File: src/rtl/sad_min_tracker.sv
// sad_min_tracker: sums one row of PE absolute differences per valid beat,
// accumulates ROWS beats into a candidate SAD and tracks the minimum SAD and
// the index of the candidate that produced it over NUM_CAND candidates.
//
// Ports:
//   clk       rising-edge clock
//   rst_n     asynchronous active-low reset
//   start     one-cycle pulse, begins a search (only honoured in IDLE)
//   abs_valid abs_in carries one row beat this cycle
//   abs_in    packed PE abs values, PE i at [i*PIXEL +: PIXEL]
//   busy      high while a search is running or draining
//   done      one-cycle pulse when best_* are final
//   best_sad  minimum candidate SAD so far
//   best_idx  index of the candidate that produced best_sad
module sad_min_tracker #(
  parameter int unsigned PIXEL    = 8,
  parameter int unsigned NUM_PE   = 8,
  parameter int unsigned ROWS     = 8,
  parameter int unsigned NUM_CAND = 64,
  localparam int unsigned CAND_W  = $clog2(NUM_CAND),
  localparam int unsigned SAD_W   = PIXEL + $clog2(NUM_PE) + $clog2(ROWS)
) (
  input  logic                    clk,
  input  logic                    rst_n,
  input  logic                    start,
  input  logic                    abs_valid,
  input  logic [NUM_PE*PIXEL-1:0] abs_in,
  output logic                    busy,
  output logic                    done,
  output logic [SAD_W-1:0]        best_sad,
  output logic [CAND_W-1:0]       best_idx
);

  localparam int unsigned IN_W   = NUM_PE * PIXEL;
  localparam int unsigned TREE_W = PIXEL + $clog2(NUM_PE);
  localparam int unsigned ROW_W  = $clog2(ROWS);
  localparam int unsigned TOT_W  = CAND_W + ROW_W;

  typedef enum logic [1:0] {
    S_IDLE  = 2'd0,
    S_RUN   = 2'd1,
    S_FLUSH = 2'd2,
    S_DONE  = 2'd3
  } state_e;

  state_e state_q, state_d;

  logic              busy_q, busy_d;
  logic              done_q, done_d;

  // Stage 0: input capture
  logic              in_v_q, in_v_d;
  logic [IN_W-1:0]   in_data_q, in_data_d;
  logic [TOT_W-1:0]  in_cnt_q, in_cnt_d;
  // Stage 1: adder tree
  logic              tree_v_q, tree_v_d;
  logic [TREE_W-1:0] tree_q, tree_d;
  logic [TREE_W-1:0] tree_sum_c;
  // Stage 2: row accumulation
  logic [SAD_W-1:0]  acc_q, acc_d;
  logic [ROW_W-1:0]  beat_cnt_q, beat_cnt_d;
  logic [CAND_W-1:0] cand_cnt_q, cand_cnt_d;
  logic              cand_v_q, cand_v_d;
  logic [SAD_W-1:0]  cand_sad_q, cand_sad_d;
  logic [CAND_W-1:0] cand_idx_q, cand_idx_d;
  // Stage 3: running minimum
  logic [SAD_W-1:0]  best_sad_q, best_sad_d;
  logic [CAND_W-1:0] best_idx_q, best_idx_d;

  logic accept_c;
  logic start_ok_c;
  logic last_beat_c;
  logic last_cand_c;
  logic [SAD_W-1:0] acc_sum_c;

  assign accept_c    = (state_q == S_RUN) && abs_valid;
  assign start_ok_c  = (state_q == S_IDLE) && start;
  // The total-beat counter is all ones on the final beat of the search.
  assign last_beat_c = accept_c && (&in_cnt_q);
  assign last_cand_c = cand_v_q && (cand_idx_q == CAND_W'(NUM_CAND - 1));
  assign acc_sum_c   = acc_q + SAD_W'(tree_q);

  // FSM state register
  always_ff @(posedge clk or negedge rst_n) begin
    if (!rst_n) state_q <= S_IDLE;
    else        state_q <= state_d;
  end

  // FSM next state
  always_comb begin
    state_d = state_q;
    case (state_q)
      S_IDLE:  if (start)       state_d = S_RUN;
      S_RUN:   if (last_beat_c) state_d = S_FLUSH;
      S_FLUSH: if (last_cand_c) state_d = S_DONE;
      S_DONE:                   state_d = S_IDLE;
      default:                  state_d = S_IDLE;
    endcase
  end

  // FSM outputs, registered from the next state so they align with it
  always_comb begin
    busy_d = 1'b0;
    done_d = 1'b0;
    case (state_d)
      S_RUN, S_FLUSH: busy_d = 1'b1;
      S_DONE:         done_d = 1'b1;
      default:        ;
    endcase
  end

  // Adder tree over the captured PE row
  always_comb begin
    tree_sum_c = '0;
    for (int i = 0; i < int'(NUM_PE); i++) begin
      tree_sum_c = tree_sum_c + TREE_W'(in_data_q[i*PIXEL +: PIXEL]);
    end
  end

  // Datapath next state
  always_comb begin
    in_v_d     = accept_c;
    in_data_d  = accept_c ? abs_in : in_data_q;
    in_cnt_d   = accept_c ? in_cnt_q + TOT_W'(1) : in_cnt_q;

    tree_v_d   = in_v_q;
    tree_d     = in_v_q ? tree_sum_c : tree_q;

    acc_d      = acc_q;
    beat_cnt_d = beat_cnt_q;
    cand_cnt_d = cand_cnt_q;
    cand_v_d   = 1'b0;
    cand_sad_d = cand_sad_q;
    cand_idx_d = cand_idx_q;
    if (tree_v_q) begin
      beat_cnt_d = beat_cnt_q + ROW_W'(1);
      if (beat_cnt_q == ROW_W'(ROWS - 1)) begin
        cand_v_d   = 1'b1;
        cand_sad_d = acc_sum_c;
        cand_idx_d = cand_cnt_q;
        cand_cnt_d = cand_cnt_q + CAND_W'(1);
        acc_d      = '0;
      end else begin
        acc_d      = acc_sum_c;
      end
    end

    best_sad_d = best_sad_q;
    best_idx_d = best_idx_q;
    // Strict compare keeps the earlier index on ties.
    if (cand_v_q && (cand_sad_q < best_sad_q)) begin
      best_sad_d = cand_sad_q;
      best_idx_d = cand_idx_q;
    end

    // An accepted start discards any previous result and pipeline content.
    if (start_ok_c) begin
      in_v_d     = 1'b0;
      in_cnt_d   = '0;
      tree_v_d   = 1'b0;
      acc_d      = '0;
      beat_cnt_d = '0;
      cand_cnt_d = '0;
      cand_v_d   = 1'b0;
      best_sad_d = '1;
      best_idx_d = '0;
    end
  end

  // Datapath and output registers
  always_ff @(posedge clk or negedge rst_n) begin
    if (!rst_n) begin
      busy_q     <= 1'b0;
      done_q     <= 1'b0;
      in_v_q     <= 1'b0;
      in_data_q  <= '0;
      in_cnt_q   <= '0;
      tree_v_q   <= 1'b0;
      tree_q     <= '0;
      acc_q      <= '0;
      beat_cnt_q <= '0;
      cand_cnt_q <= '0;
      cand_v_q   <= 1'b0;
      cand_sad_q <= '0;
      cand_idx_q <= '0;
      best_sad_q <= '1;
      best_idx_q <= '0;
    end else begin
      busy_q     <= busy_d;
      done_q     <= done_d;
      in_v_q     <= in_v_d;
      in_data_q  <= in_data_d;
      in_cnt_q   <= in_cnt_d;
      tree_v_q   <= tree_v_d;
      tree_q     <= tree_d;
      acc_q      <= acc_d;
      beat_cnt_q <= beat_cnt_d;
      cand_cnt_q <= cand_cnt_d;
      cand_v_q   <= cand_v_d;
      cand_sad_q <= cand_sad_d;
      cand_idx_q <= cand_idx_d;
      best_sad_q <= best_sad_d;
      best_idx_q <= best_idx_d;
    end
  end

  assign busy     = busy_q;
  assign done     = done_q;
  assign best_sad = best_sad_q;
  assign best_idx = best_idx_q;

endmodule

File: config.mk
export PLATFORM = sky130hd
export DESIGN_NAME = sad_min_tracker
export DESIGN_NICKNAME = d
export VERILOG_FILES = /design/src/rtl/sad_min_tracker.sv
export SDC_FILE = /design/constraint.sdc
export NUM_CORES = 1
export LEC_CHECK = 0
export CAP_MARGIN = 10
export CORE_MARGIN = 2
export CORE_UTILIZATION = 56
export DETAILED_ROUTE_END_ITERATION = 10
export GPL_ROUTABILITY_DRIVEN = 0
export PLACE_DENSITY_LB_ADDON = 0.25
export SLEW_MARGIN = 0
export SYNTH_ARGS = -nofsm -noshare
export SYNTH_HDL_FRONTEND = slang
export SYNTH_SLANG_ARGS = --single-unit
File: constraint.sdc
create_clock -name clk -period 5.45 [get_ports clk]
set_input_delay 0.8175 -clock clk [delete_from_list [all_inputs] [get_ports clk]]
set_output_delay 0.8175 -clock clk [all_outputs]
set_load 0.02 [all_outputs]
==> impl_metrics.json <==
{
  "cp-endpoint": "tree_q[8]$_DFFE_PN0P_",
  "ys_ff_latch": 154,
  "setup_violations": 0,
  "start_util_pct": 57.3,
  "cts_made_buffers": 17,
  "antennaDiodeCount": 0,
  "clk_pin_slew_ns": 0.06,
  "synth_top_area_share_pct": 42.2,
  "clockPowerShare_pct": 18.6,
  "path_class": "reg2reg",
  "antenna_found_initial": 0,
  "tns_ns": 0,
  "numPortBuffers": 89,
  "floorplan.rows": 44,
  "swShare_pct": 39.2,
  "drv_slew": 0,
  "combPwrFrac_pct": 52.3,
  "clkLatencyLatePin_ns": 0.43,
  "rsz0062_at_grt": "no",
  "synth_ff_type": "dfrtp_1",
  "worstPathArrival_ns": 4.76,
  "grt_max_degree": 102,
  "wl_per_cell_um": 15.4,
  "synth_fp_nets": 931,
  "layout_min_cycle_time_ns": 4.45,
  "yosys.area.top_type": "dfrtp_1",
  "postSynth.asyncResetShare_pct": 100,
  "synthDistinctLibCells": 53,
  "first_pass_iters": 4,
  "yosys_warnings": 0,
  "seqCellArea_mm2": 0.00387,
  "nFillCells": 1060,
  "p_sw_mw": 2.38,
  "nets": 1012,
  "vdd_ir_drop_max_v": 0.000350,
  "dieArea_mm2": 0.0158,
  "rr_endpoint": "tree_q[8]$_DFFE_PN0P_",
  "postSynthCellCount": 774,
  "tightest_slew_ns": 1.07,
  "cts_tree": "done",
  "synth_seq_area_share_pct": 46.7,
  "dieHeight_um": 126,
  "p_leak_nw": 4.59,
  "max_slew_margin_pct": 28.5,
  "clockRootBuffer": "clkbuf_16",
  "vias": 5675,
  "drc": 0,
  "reg2reg_depth": 16,
  "first_global_vias": 6034,
  "first_iter_violations": 441,
  "cp_max_fo": 2,
  "drtAntennaViolNets": 0,
  "syn_to_final_growth_pct": 19.5,
  "fmax_mhz": 225,
  "grt.overflow.total": 0,
  "intPower_mw": 3.69,
  "rrSetupSlack_ns": 1.0,
  "viasPerCell": 5.39,
  "postCtsHoldBufs": 0,
  "rr_startpoint": "in_data_q[2]$_DFFE_PN0P_",
  "grt_usage_pct": 22.0,
  "cap_violations": 0,
  "cellPowerDensity_mw_per_mm2": 612,
  "cts_sinks": 154,
  "synth_edf_count": 0,
  "core-area_mm2": 0.0145,
  "dpl.hpwl_um": 11500,
  "final_hold_viol_count": 0,
  "skew_ns": 0.00803,
  "cts_buffer_depth": 2,
  "die_w_um": 126,
  "status": "completed",
  "avgSynthCellArea_um2": 10.7,
  "seqPwrFrac_pct": 29.1,
  "grt_pass1_wl_um": 28000,
  "worstPathRequired_ns": 5.76,
  "htree_levels": 4,
  "drive_above_1_share_pct": 12.2,
  "end_kind": "flip-flop",
  "post_cts_buffers": 0,
  "postCtsResizedCells": 0,
  "wl_um": 16200,
  "multi_input_area_mm2": 0.00393,
  "synth.area.top_cells": "dfrtp_1 42%, fa_1 12%, ha_1 6.2%",
  "p_total_mw": 6.07,
  "worstSetupStartpoint": "in_data_q[2]$_DFFE_PN0P_",
  "hold_class": "in2async",
  "io_pins": 90,
  "syn_area_mm2": 0.00829,
  "post-route-period-util_pct": 81.7,
  "start_kind": "flip-flop"
}
==> synthesized netlist by cell type (all sizes together) (3+ instances only) <==
cell	count
ha	41
or3	4
o21ai	50
nand2	118
nand4	13
and2	3
a21oi	22
clkbuf	29
xor2	12
a31oi	5
inv	106
mux2	43
o211ai	14
dfrtp	140
dfstp	14
nand3	11
a22o	13
nor3	5
fa	48
a21o	9
o21bai	3
nor2	25
xnor2	14
==> cells by family after synthesis <==
logic type      count (synthesis)  synth area share, %
fa+ha+maj                      89                 17.8
simple gates                  192                 10.1
xor+xnor                       26                 2.75
flops                         154                 46.7
buf+inv                       137                 6.22
compound gates                131                 10.4
mux                            45                 6.08
==> power by group through the flow <==
stage | clock network, mW | registers [mW] | logic (mW)
after floorplan | 0 | 1.79 | 2.36
after detailed placement | 0 | 1.78 | 3.15
final | 1.13 | 1.77 | 3.17
after global routing | 1.19 | 1.81 | 3.63
after global placement | 0 | 1.76 | 3.05
after CTS | 1.15 | 1.76 | 3.21
==> worst max-delay path, cell delays in order, from the launching register on <==
cell and delay [ns]:
dfrtp_1 0.32, inv_1 0.06, fa_1 0.55, inv_1 0.06, fa_1 0.50, fa_1 0.54, inv_1 0.05, fa_1 0.53
inv_1 0.05, ha_1 0.21, fa_1 0.40, a21o_1 0.17, a21oi_1 0.22, o21bai_1 0.09, a21o_1 0.20, xor2_1 0.14
mux2_2 0.26
==> state kept, by name (all words and copies together), names as in the netlist, 6 cells and up <==
register,flops
acc_q,14
best_idx,6
best_sad,14
cand_cnt_q,6
cand_idx_q,6
cand_sad_q,14
in_cnt_q,9
in_data_q,64
tree_q,11
==> cells in the final DEF, fill, tap and decap left out, types with 17 or more instances in the layout <==
cell and count:
clkdlybuf4s50_1 88, inv_1 106, ha_1 41, o21ai_0 50
dfrtp_1 140, a21oi_1 22, nor2_1 25, mux2_2 43
fa_1 48, clkbuf_16 17, nand2_1 118
==> layout make-up <==
class / count / area share, %
clock inverters: 13 / 1.30
multi-input cells: 483 / 39.6
repair buffers: 93 / 9.30
clock buffers: 19 / 4.37
well taps: 184 / 2.32
flip-flops and latches: 154 / 39.1
inverters: 106 / 4.01
==> how the worst min path moves through the flow <==
stage	start	end	slack, ns	cells after the start
global route	in_data_q[48]$_DFFE_PN0P_	in_data_q[48]$_DFFE_PN0P_	0.53	1
finish	rst_n	in_data_q[24]$_DFFE_PN0P_	0.47	1
CTS	cand_idx_q[3]$_DFFE_PN0P_	cand_idx_q[3]$_DFFE_PN0P_	0.51	2
global placement	cand_cnt_q[5]$_DFFE_PN0P_	cand_idx_q[5]$_DFFE_PN0P_	0.47	2
detailed placement	cand_cnt_q[5]$_DFFE_PN0P_	cand_idx_q[5]$_DFFE_PN0P_	0.48	2
floorplan	cand_cnt_q[5]$_DFFE_PN0P_	cand_idx_q[5]$_DFFE_PN0P_	0.46	2
==> per-layer routing <==
metal	global-route usage (%)	vias to the layer above	routed length, um
met1	28.5	2808	6970
li1	-	2708	-
met4	7.52	0	321
met2	36.7	126	8110
met3	5.44	33	800
met5	0	-	0
==> through the flow <==
step | cells | instance area, um2 | util [%] | setup WS (ns) | hold WS [ns]
final | 1052 | 9910 | 68.4 | 0.996 | 0.466
after global routing | 1052 | 9910 | 68.4 | 0.755 | 0.534
after CTS | 1052 | 9910 | 68.4 | 0.972 | 0.508
after detailed placement | 1020 | 9350 | 64.6 | 0.987 | 0.485
after global placement | 1020 | 9350 | 64.6 | 1.06 | 0.472
after floorplan | 774 | 8290 | - | 1.17 | 0.459
(Power assumes the default switching activity.)
